<file path="src/rtl/bk_pkg.sv">
// Shared types and constants for the backup-RAM SD sequencer.
package bk_pkg;

  typedef enum logic [1:0] {
    IDLE,
    REQ,
    XFER,
    FMT
  } bk_state_t;

  // Default save-image header written by a format request, word 0 first.
  localparam logic [15:0] BK_FMT_HDR [4] = '{16'h5548, 16'h4D42, 16'h8800, 16'h8010};

endpackage

</file>
<file path="src/rtl/bk_autosave_timer.sv">
// Quiet-period counter for the optional auto-save; pulses trig once the backup RAM
// has gone AUTOSAVE_CYC cycles without a write while the sequencer is idle.
module bk_autosave_timer #(
  parameter logic [23:0] AUTOSAVE_CYC = 24'd10_000_000
) (
  input  logic clk_sys,
  input  logic reset,
  input  logic bram_wr,
  input  logic hold,
  output logic trig
);

  logic [23:0] cnt_q, cnt_d;

  // Saturates at the threshold so the trigger persists until a write or a sequence clears it.
  always_comb begin
    cnt_d = cnt_q;
    if (hold || bram_wr) begin
      cnt_d = 24'd0;
    end else if (cnt_q != AUTOSAVE_CYC) begin
      cnt_d = cnt_q + 24'd1;
    end
  end

  always_ff @(posedge clk_sys or posedge reset) begin
    if (reset) begin
      cnt_q <= 24'd0;
    end else begin
      cnt_q <= cnt_d;
    end
  end

  assign trig = (cnt_q == AUTOSAVE_CYC) && !hold;

endmodule

</file>
<file path="src/rtl/bk_sd_sequencer.sv">
// Backup-RAM <-> SD sector sequencer: save/load of one slot, format header, reset-during-load.
// Define BK_AUTOSAVE_EN to build in the quiet-period auto-save.
module bk_sd_sequencer
  import bk_pkg::*;
#(
  parameter int          SECTORS      = 16,
  parameter int          SLOT_W       = 2,
  parameter logic [23:0] AUTOSAVE_CYC = 24'd10_000_000
) (
  input  logic              clk_sys,
  input  logic              reset,
  input  logic              download,
  input  logic              img_mounted,
  input  logic              img_readonly,
  input  logic              img_size_nz,
  input  logic              load_req,
  input  logic              save_req,
  input  logic              format_req,
  input  logic [SLOT_W-1:0] slot,
  output logic [31:0]       sd_lba,
  output logic              sd_rd,
  output logic              sd_wr,
  input  logic              sd_ack,
  input  logic              bram_wr,
  output logic              fmt_we,
  output logic [1:0]        fmt_addr,
  output logic [15:0]       fmt_data,
  output logic              bk_ena,
  output logic              busy,
  output logic              loading,
  output logic              dirty
);

  localparam int IDX_W = $clog2(SECTORS);

  bk_state_t         state_q, state_d;
  logic [IDX_W-1:0]  idx_q, idx_d;
  logic [SLOT_W-1:0] slot_q, slot_d;
  logic              isLoad_q, isLoad_d;
  logic [1:0]        fmtCnt_q, fmtCnt_d;
  logic              dirty_q, dirty_d;
  logic              bkEna_q, bkEna_d;
  logic              loadReq_q, saveReq_q, fmtReq_q, download_q, ack_q;

  logic loadEdge, saveEdge, fmtEdge, ackRise, ackFall;
  logic saveStart, loadDone, autoTrig;

  assign loadEdge = load_req & ~loadReq_q;
  assign saveEdge = save_req & ~saveReq_q;
  assign fmtEdge  = format_req & ~fmtReq_q;
  assign ackRise  = sd_ack & ~ack_q;
  assign ackFall  = ~sd_ack & ack_q;

`ifdef BK_AUTOSAVE_EN
  bk_autosave_timer #(
    .AUTOSAVE_CYC(AUTOSAVE_CYC)
  ) u_timer (
    .clk_sys(clk_sys),
    .reset  (reset),
    .bram_wr(bram_wr),
    .hold   (busy),
    .trig   (autoTrig)
  );
`else
  logic [23:0] unused_cfg;
  assign unused_cfg = AUTOSAVE_CYC;
  assign autoTrig   = 1'b0;
`endif

  // Sequence control; slot is latched at request so later slot changes cannot move the LBA.
  always_comb begin
    state_d   = state_q;
    idx_d     = idx_q;
    slot_d    = slot_q;
    isLoad_d  = isLoad_q;
    fmtCnt_d  = fmtCnt_q;
    saveStart = 1'b0;
    loadDone  = 1'b0;
    case (state_q)
      IDLE: begin
        if (loadEdge && bkEna_q) begin
          state_d  = REQ;
          isLoad_d = 1'b1;
          idx_d    = '0;
          slot_d   = slot;
        end else if ((saveEdge || (autoTrig && dirty_q && !loadEdge && !fmtEdge)) && bkEna_q) begin
          state_d   = REQ;
          isLoad_d  = 1'b0;
          idx_d     = '0;
          slot_d    = slot;
          saveStart = 1'b1;
        end else if (fmtEdge) begin
          state_d  = FMT;
          fmtCnt_d = 2'd0;
        end
      end
      REQ: begin
        if (ackRise) begin
          state_d = XFER;
        end
      end
      XFER: begin
        if (ackFall) begin
          if (idx_q == IDX_W'(SECTORS - 1)) begin
            state_d  = IDLE;
            loadDone = isLoad_q;
          end else begin
            idx_d   = idx_q + IDX_W'(1);
            state_d = REQ;
          end
        end
      end
      FMT: begin
        fmtCnt_d = fmtCnt_q + 2'd1;
        if (fmtCnt_q == 2'd3) begin
          state_d = IDLE;
        end
      end
      default: state_d = IDLE;
    endcase
  end

  // Set beats clear for both the image-valid flag and the dirty flag.
  always_comb begin
    bkEna_d = bkEna_q;
    if (download && img_mounted && img_size_nz && !img_readonly) begin
      bkEna_d = 1'b1;
    end else if (download && !download_q) begin
      bkEna_d = 1'b0;
    end
    dirty_d = dirty_q;
    if (bram_wr || state_q == FMT) begin
      dirty_d = 1'b1;
    end else if (saveStart || loadDone) begin
      dirty_d = 1'b0;
    end
  end

  always_ff @(posedge clk_sys or posedge reset) begin
    if (reset) begin
      state_q    <= IDLE;
      idx_q      <= '0;
      slot_q     <= '0;
      isLoad_q   <= 1'b0;
      fmtCnt_q   <= 2'd0;
      dirty_q    <= 1'b0;
      bkEna_q    <= 1'b0;
      loadReq_q  <= 1'b0;
      saveReq_q  <= 1'b0;
      fmtReq_q   <= 1'b0;
      download_q <= 1'b0;
      ack_q      <= 1'b0;
    end else begin
      state_q    <= state_d;
      idx_q      <= idx_d;
      slot_q     <= slot_d;
      isLoad_q   <= isLoad_d;
      fmtCnt_q   <= fmtCnt_d;
      dirty_q    <= dirty_d;
      bkEna_q    <= bkEna_d;
      loadReq_q  <= load_req;
      saveReq_q  <= save_req;
      fmtReq_q   <= format_req;
      download_q <= download;
      ack_q      <= sd_ack;
    end
  end

  // Outputs decode straight from state so a reset removes them without waiting for a clock.
  assign sd_lba   = 32'({slot_q, idx_q});
  assign sd_rd    = (state_q == REQ) && isLoad_q;
  assign sd_wr    = (state_q == REQ) && !isLoad_q;
  assign loading  = ((state_q == REQ) || (state_q == XFER)) && isLoad_q;
  assign busy     = (state_q != IDLE);
  assign fmt_we   = (state_q == FMT);
  assign fmt_addr = fmtCnt_q;
  assign fmt_data = fmt_we ? BK_FMT_HDR[fmtCnt_q] : 16'h0000;
  assign bk_ena   = bkEna_q;
  assign dirty    = dirty_q;

endmodule
</file>
<file path="config.mk">
export PLATFORM = sky130hd
export DESIGN_NAME = bk_sd_sequencer
export DESIGN_NICKNAME = d
export VERILOG_FILES = /design/src/rtl/bk_pkg.sv /design/src/rtl/bk_autosave_timer.sv /design/src/rtl/bk_sd_sequencer.sv
export SDC_FILE = /design/constraint.sdc
export NUM_CORES = 1
export LEC_CHECK = 0
export CORE_ASPECT_RATIO = 0.6
export CORE_MARGIN = 2
export CORE_UTILIZATION = 43
export CTS_BUF_LIST = sky130_fd_sc_hd__clkbuf_16
export DETAILED_ROUTE_END_ITERATION = 8
export PLACE_DENSITY = 0.86
export SYNTH_ARGS = -nofsm -noshare
export SYNTH_HDL_FRONTEND = slang
export SYNTH_SLANG_ARGS = --single-unit
</file>
<file path="constraint.sdc">
create_clock -name clk_sys -period 3.25 [get_ports clk_sys]
set_input_delay 0.4875 -clock clk_sys [delete_from_list [all_inputs] [get_ports clk_sys]]
set_output_delay 0.4875 -clock clk_sys [all_outputs]
set_load 0.01 [all_outputs]
</file>
======== Yosys cells after proc, flatten, opt, wreduce, memory -nomap -nowiden ========
Index checks and enable logic that the tools add are counted.
cells by class
  equality and inequality tests ........... 14
  add/subtract/negate cells ............... 2
  bitwise gates (word level) .............. 11
  magnitude comparators ................... 1
  reductions and logical operators ........ 26
  multiplexer cells ....................... 35
operators with widths
  cell                                                            count
  16-bit two-way mux                                              3
  16-bit binary-select mux with 2-bit select                      1
  2-bit two-way mux                                               11
  4-bit two-way mux                                               4
  1-bit two-way mux                                               13
  2-bit inequality test (second input constant)                   6
  4-bit AND reduction                                             3
  2-bit nonzero test                                              6
  1-bit logical AND                                               9
  2-bit case mux with 4 select lines                              1
  4-bit case mux with 2 select lines                              1
  2-bit == test (second input constant)                           3
  1-bit AND                                                       5
  1-bit inverter                                                  5
  4-bit by 1-bit adder with 4-bit output (second input constant)  1
  4-bit == test (second input constant)                           1
  4-bit inequality test (second input constant)                   1
  2-bit case mux with 2 select lines                              1
  3-bit >= comparator (second input constant)                     1
  1-bit zero test                                                 3
  1-bit logical OR                                                3
  3-bit inequality test (second input constant)                   1
  2-bit inverter with 3-bit output                                1
  2-bit by 1-bit adder with 2-bit output (second input constant)  1
  other kinds (4)                                                 4
storage, ports and cells
  output and inout bits ................... 57
  input port bits ......................... 13
  logic and storage cells ................. 101
  register bits after elaboration ......... 18

======== Longest topological paths before layout ========
  depth in word-level cells ............... 9
  mapped depth ............................ 6
  mapped depth without buffers ............ 6

======== Least setup slack after synthesis ========
Ideal clock, no wire load.
  path kind ............................... reg2out
  from .................................... reg state_q[1]
  to ...................................... out fmt_data[10]
  stages on the path, launching flop included .. 4
  arrival time ............................ 1.212 ns
  buffers on the path ..................... 1
  setup slack ............................. 1.551 ns
  cells stage by stage .................... dfrtp_1 -> ha_1 -> nor2b_1 -> buf_4
between the ends
  word-level cells in the longest chain between the ends .. 2
RTL lines
  item                      RTL line                text
  start: declaration        bk_sd_sequencer.sv:36   bk_state_t state_q, state_d;
  start signal: assignment  bk_sd_sequencer.sv:154  state_q <= state_d;
  2-bit == test             bk_sd_sequencer.sv:175  assign fmt_we = (state_q == FMT);
  via fmt_we                bk_sd_sequencer.sv:25   output logic fmt_we,
  16-bit two-way mux        bk_sd_sequencer.sv:177  assign fmt_data = fmt_we ? BK_FMT_HDR[fmtCnt_q] : 16'h0000;
  end: declaration          bk_sd_sequencer.sv:27   output logic [15:0] fmt_data,
The timed path passes the listed nets, and every way through them passes these cells.

======== Final worst setup path ========
  from .................................... reg state_q[1]
  to ...................................... out fmt_data[6]
between the ends
  word-level cells in the longest chain between the ends .. 2
RTL lines
  item                RTL line
  2-bit == test       bk_sd_sequencer.sv:175
  16-bit two-way mux  bk_sd_sequencer.sv:177
No other way between the ends.

==> metrics.md <==
| Metric | Value |
|---|---|
| CP endpoint kind | `output port` |
| Max-slew violations | `0` |
| Distinct cells, synth | `41` |
| Post-DR vias/cell | `4.61` |
| Unrepaired setup endpoints after global routing | `false` |
| Layout fillers | `about 260` |
| DPL Wire Length | `2150 um` |
| Vias in the first global route | `between 800 and 900` |
| Final worst path period share | `0.714` |
| Wire per inst | `12.6 um` |
| Final std cells w/o fill | `around 220` |
| # port buffers | `37` |
| Initial Utilization | `0.462` |
| Proportion of layout cells with a drive suffix above 1 | `0.0625` |
| Total number of vias | `1006` |
| Psw | `516 uW` |
| Nets | `198` |
| Multi-input gate area | `711 um^2` |
| Pleak | `about 0.00077 uW` |
| Seq pwr share | `0.273` |
| Clk_lat worst skew | `250 ps` |
| Peak supply drop | `359 uV` |
| Final hold vios | `0` |
| CP Launch Type | `flop` |
| CTS tree | `yes` |
| Area grow syn2layout | `25.2%` |
| Total power draw | `1360 uW` |
| Top cells by area, synth | `dfrtp_1, buf_4, ha_1, and2_1, inv_1` |
| Highest clock rate | `~430 MHz` |
| Syn Inst Count | `about 140` |
| Ys flop type | `dfrtp_1` |
| Io pins | `70` |
| PD cells | `800 nW/um^2` |
| Placed Cells | `214` |
| Worst Hold Class | `flop to flop` |
| Hold Startpoint | `slot_q[1]$_DFFE_PP0P_` |
| Seq/Total Area, Yosys | `0.331` |
| Post-route ant nets | `0` |
| Internal Power | `848 uW` |
| Mapped cell area | `roughly 1400 um^2` |
| Status | `finished, final reports clean` |
| Drt first-iter violations | `64` |
| Die Width | `~77 um` |
| Cts repair resizes | `0` |
| Post-synth ARST share | `1.00` |
| Clock Sink Count | `18` |
| Minimum clock period after layout | `around 2300 ps` |
| Placement row count | `15` |
| Final setup vio count | `0` |
| Crit Path Category | `flop to output port` |
| CTS root buffer | `clkbuf_16` |
| First-pass GRT wire length | `between 4000 and 5000 um` |
| Switching share of power | `0.378` |
| Clk network pwr share | `0.178` |
| Most frequent cells in the layout | `clkdlybuf4s50_1, conb_1, dfrtp_1` |
| Max clock buf depth | `2` |
| Number of diodes | `0` |
| Core area | `2950 um^2` |
| First-pass detailed-route iteration total | `4` |
| CTS Hold Bufs | `0` |
| Gp weighted congestion | `roughly 0.8` |
| Most common cell after layout, fill and taps aside | `clkdlybuf4s50_1` |
| Grt ovf | `0` |
| Warning count from the yosys run | `0` |
| Total track usage | `0.153` |
| Comb pwr share | `0.549` |
| Die Ht | `47.6 um` |
| Reg2Reg Launch Point | `state_q[0]$_DFFE_PP0P_` |
| Antenna violations before repair | `0` |
| Slew at the pin closest to its max-slew limit | `681 ps` |
| Worst-path fanout max | `11` |
| Worst path required time | `~2800 ps` |
| Post-CTS Setup Bufs | `0` |
| H-tree depth | `1` |
| Reg clk slew, reported paths | `50 ps` |
| Num CTS Buffers | `3` |
| Number of synthesized flops with an enable pin | `0` |
| Worst slew margin | `0.546` |
| Pin count of the biggest net entering global routing | `19` |
| Post-synthesis register bit count | `18` |
| Post-synthesis average cell area | `between 9 and 10 um^2` |
| Routed WL | `2740 um` |
| Crit path arrival time | `1830 ps` |
| Setup_tns | `0 ps` |
| Yosys top cell by area | `dfrtp_1` |
| Critical path launch point | `state_q[1]$_DFFE_PP0P_` |
| Final Skew | `between 1.5 and 2 ps` |
| # DRC | `0` |
| Sequential Area | `450 um^2` |
| Area of the die | `3650 um^2` |
| Post-synth top area share | `0.331` |
| Max_cap viols | `0` |
logic make-up (layout without fill, tap and decap cells):
logic type,count (synthesis),after routing,synth area share
AO/OA/AOI/OAI,32,32,0.176
adder cells (fa/ha/maj),8,8,0.0735
buffers and inverters,47,51,0.233
flip-flops,18,18,0.331
multiplexers,3,3,0.0239
other,1,32,0.00275
AND/OR/NAND/NOR,32,32,0.160
synth_stat cells (2+ instances only):
library cell	instances
nor2b_4	2
nand2_1	3
ha_1	8
inv_1	9
o21ai_0	3
nand2b_1	4
nand3_1	3
mux2_1	2
dfrtp_1	18
a21oi_1	5
buf_4	37
and2_1	7
o21a_1	3
a22o_1	2
nor2b_1	4
o21ai_1	5
nand4b_1	2
layout make-up:
| type | count | area share |
|---|---|---|
| flip-flops and latches | 18 | 0.264 |
| inverters | 9 | 0.0198 |
| well taps | 42 | 0.0308 |
| clock buffers | 3 | 0.0441 |
| multi-input cells | 107 | 0.417 |
| repair buffers | 38 | 0.222 |
| clock inverters | 1 | 0.00220 |
layer usage:
layer / vias to the layer above / global-route usage / wire, um
met5: - / 0 / 0
met4: 0 / 0.0218 / 8
met1: 469 / 0.203 / 1230
met3: 2 / 0.0509 / 225
li1: 487 / - / -
met2: 48 / 0.258 / 1280
sequential cells by signal, summed over array words and instances (netlist names):
register	cells
fmt_addr	2
loadReq_q	1
idx_q	4
fmtReq_q	1
ack_q	1
slot_q	2
download_q	1
state_q	2
bk_ena	1
isLoad_q	1
saveReq_q	1
dirty	1
worst max-delay path: stages, from the launching register on:
cell and delay, ps:
dfrtp_1 380, ha_1 330, nor2b_1 280, clkdlybuf4s50_1 590
path summary, 6_finish.rpt:
kind / to / slack (ps) / cells past startpoint
setup / recovery: fmt_data[6] / 930 / 3
hold / removal: slot_q[1]$_DFFE_PP0P_ / 480 / 1
setup reg to reg: dirty$_DFFE_PP0P_ / 1440 / 7
hold reg to reg: slot_q[1]$_DFFE_PP0P_ / 480 / 1
max in group asynchronous: idx_q[2]$_DFFE_PP0P_ / 2170 / 2
min in group asynchronous: slot_q[1]$_DFFE_PP0P_ / 640 / 2
power by group through the flow:
stage          registers [uW]  logic [uW]  clock network [uW]
2_1_floorplan             378         458                   0
4_1_cts                   372         752                 248
6_report                  372         748                 243
5_1_grt                   384         818                 259
3_3_place_gp              370         727                   0
3_5_place_dp              375         747                   0
through the flow:
stage / hold slack (ps) / cell area [um^2] / util / setup WS [ps]
2_1_floorplan: 426 / 1480 / - / 1550
3_3_place_gp: 461 / 1630 / 0.552 / 1240
3_5_place_dp: 479 / 1630 / 0.552 / 1160
4_1_cts: 486 / 1700 / 0.578 / 892
5_1_grt: 515 / 1700 / 0.578 / 773
6_report: 480 / 1700 / 0.578 / 929
Note: power is estimated with default switching activity, not from simulation.
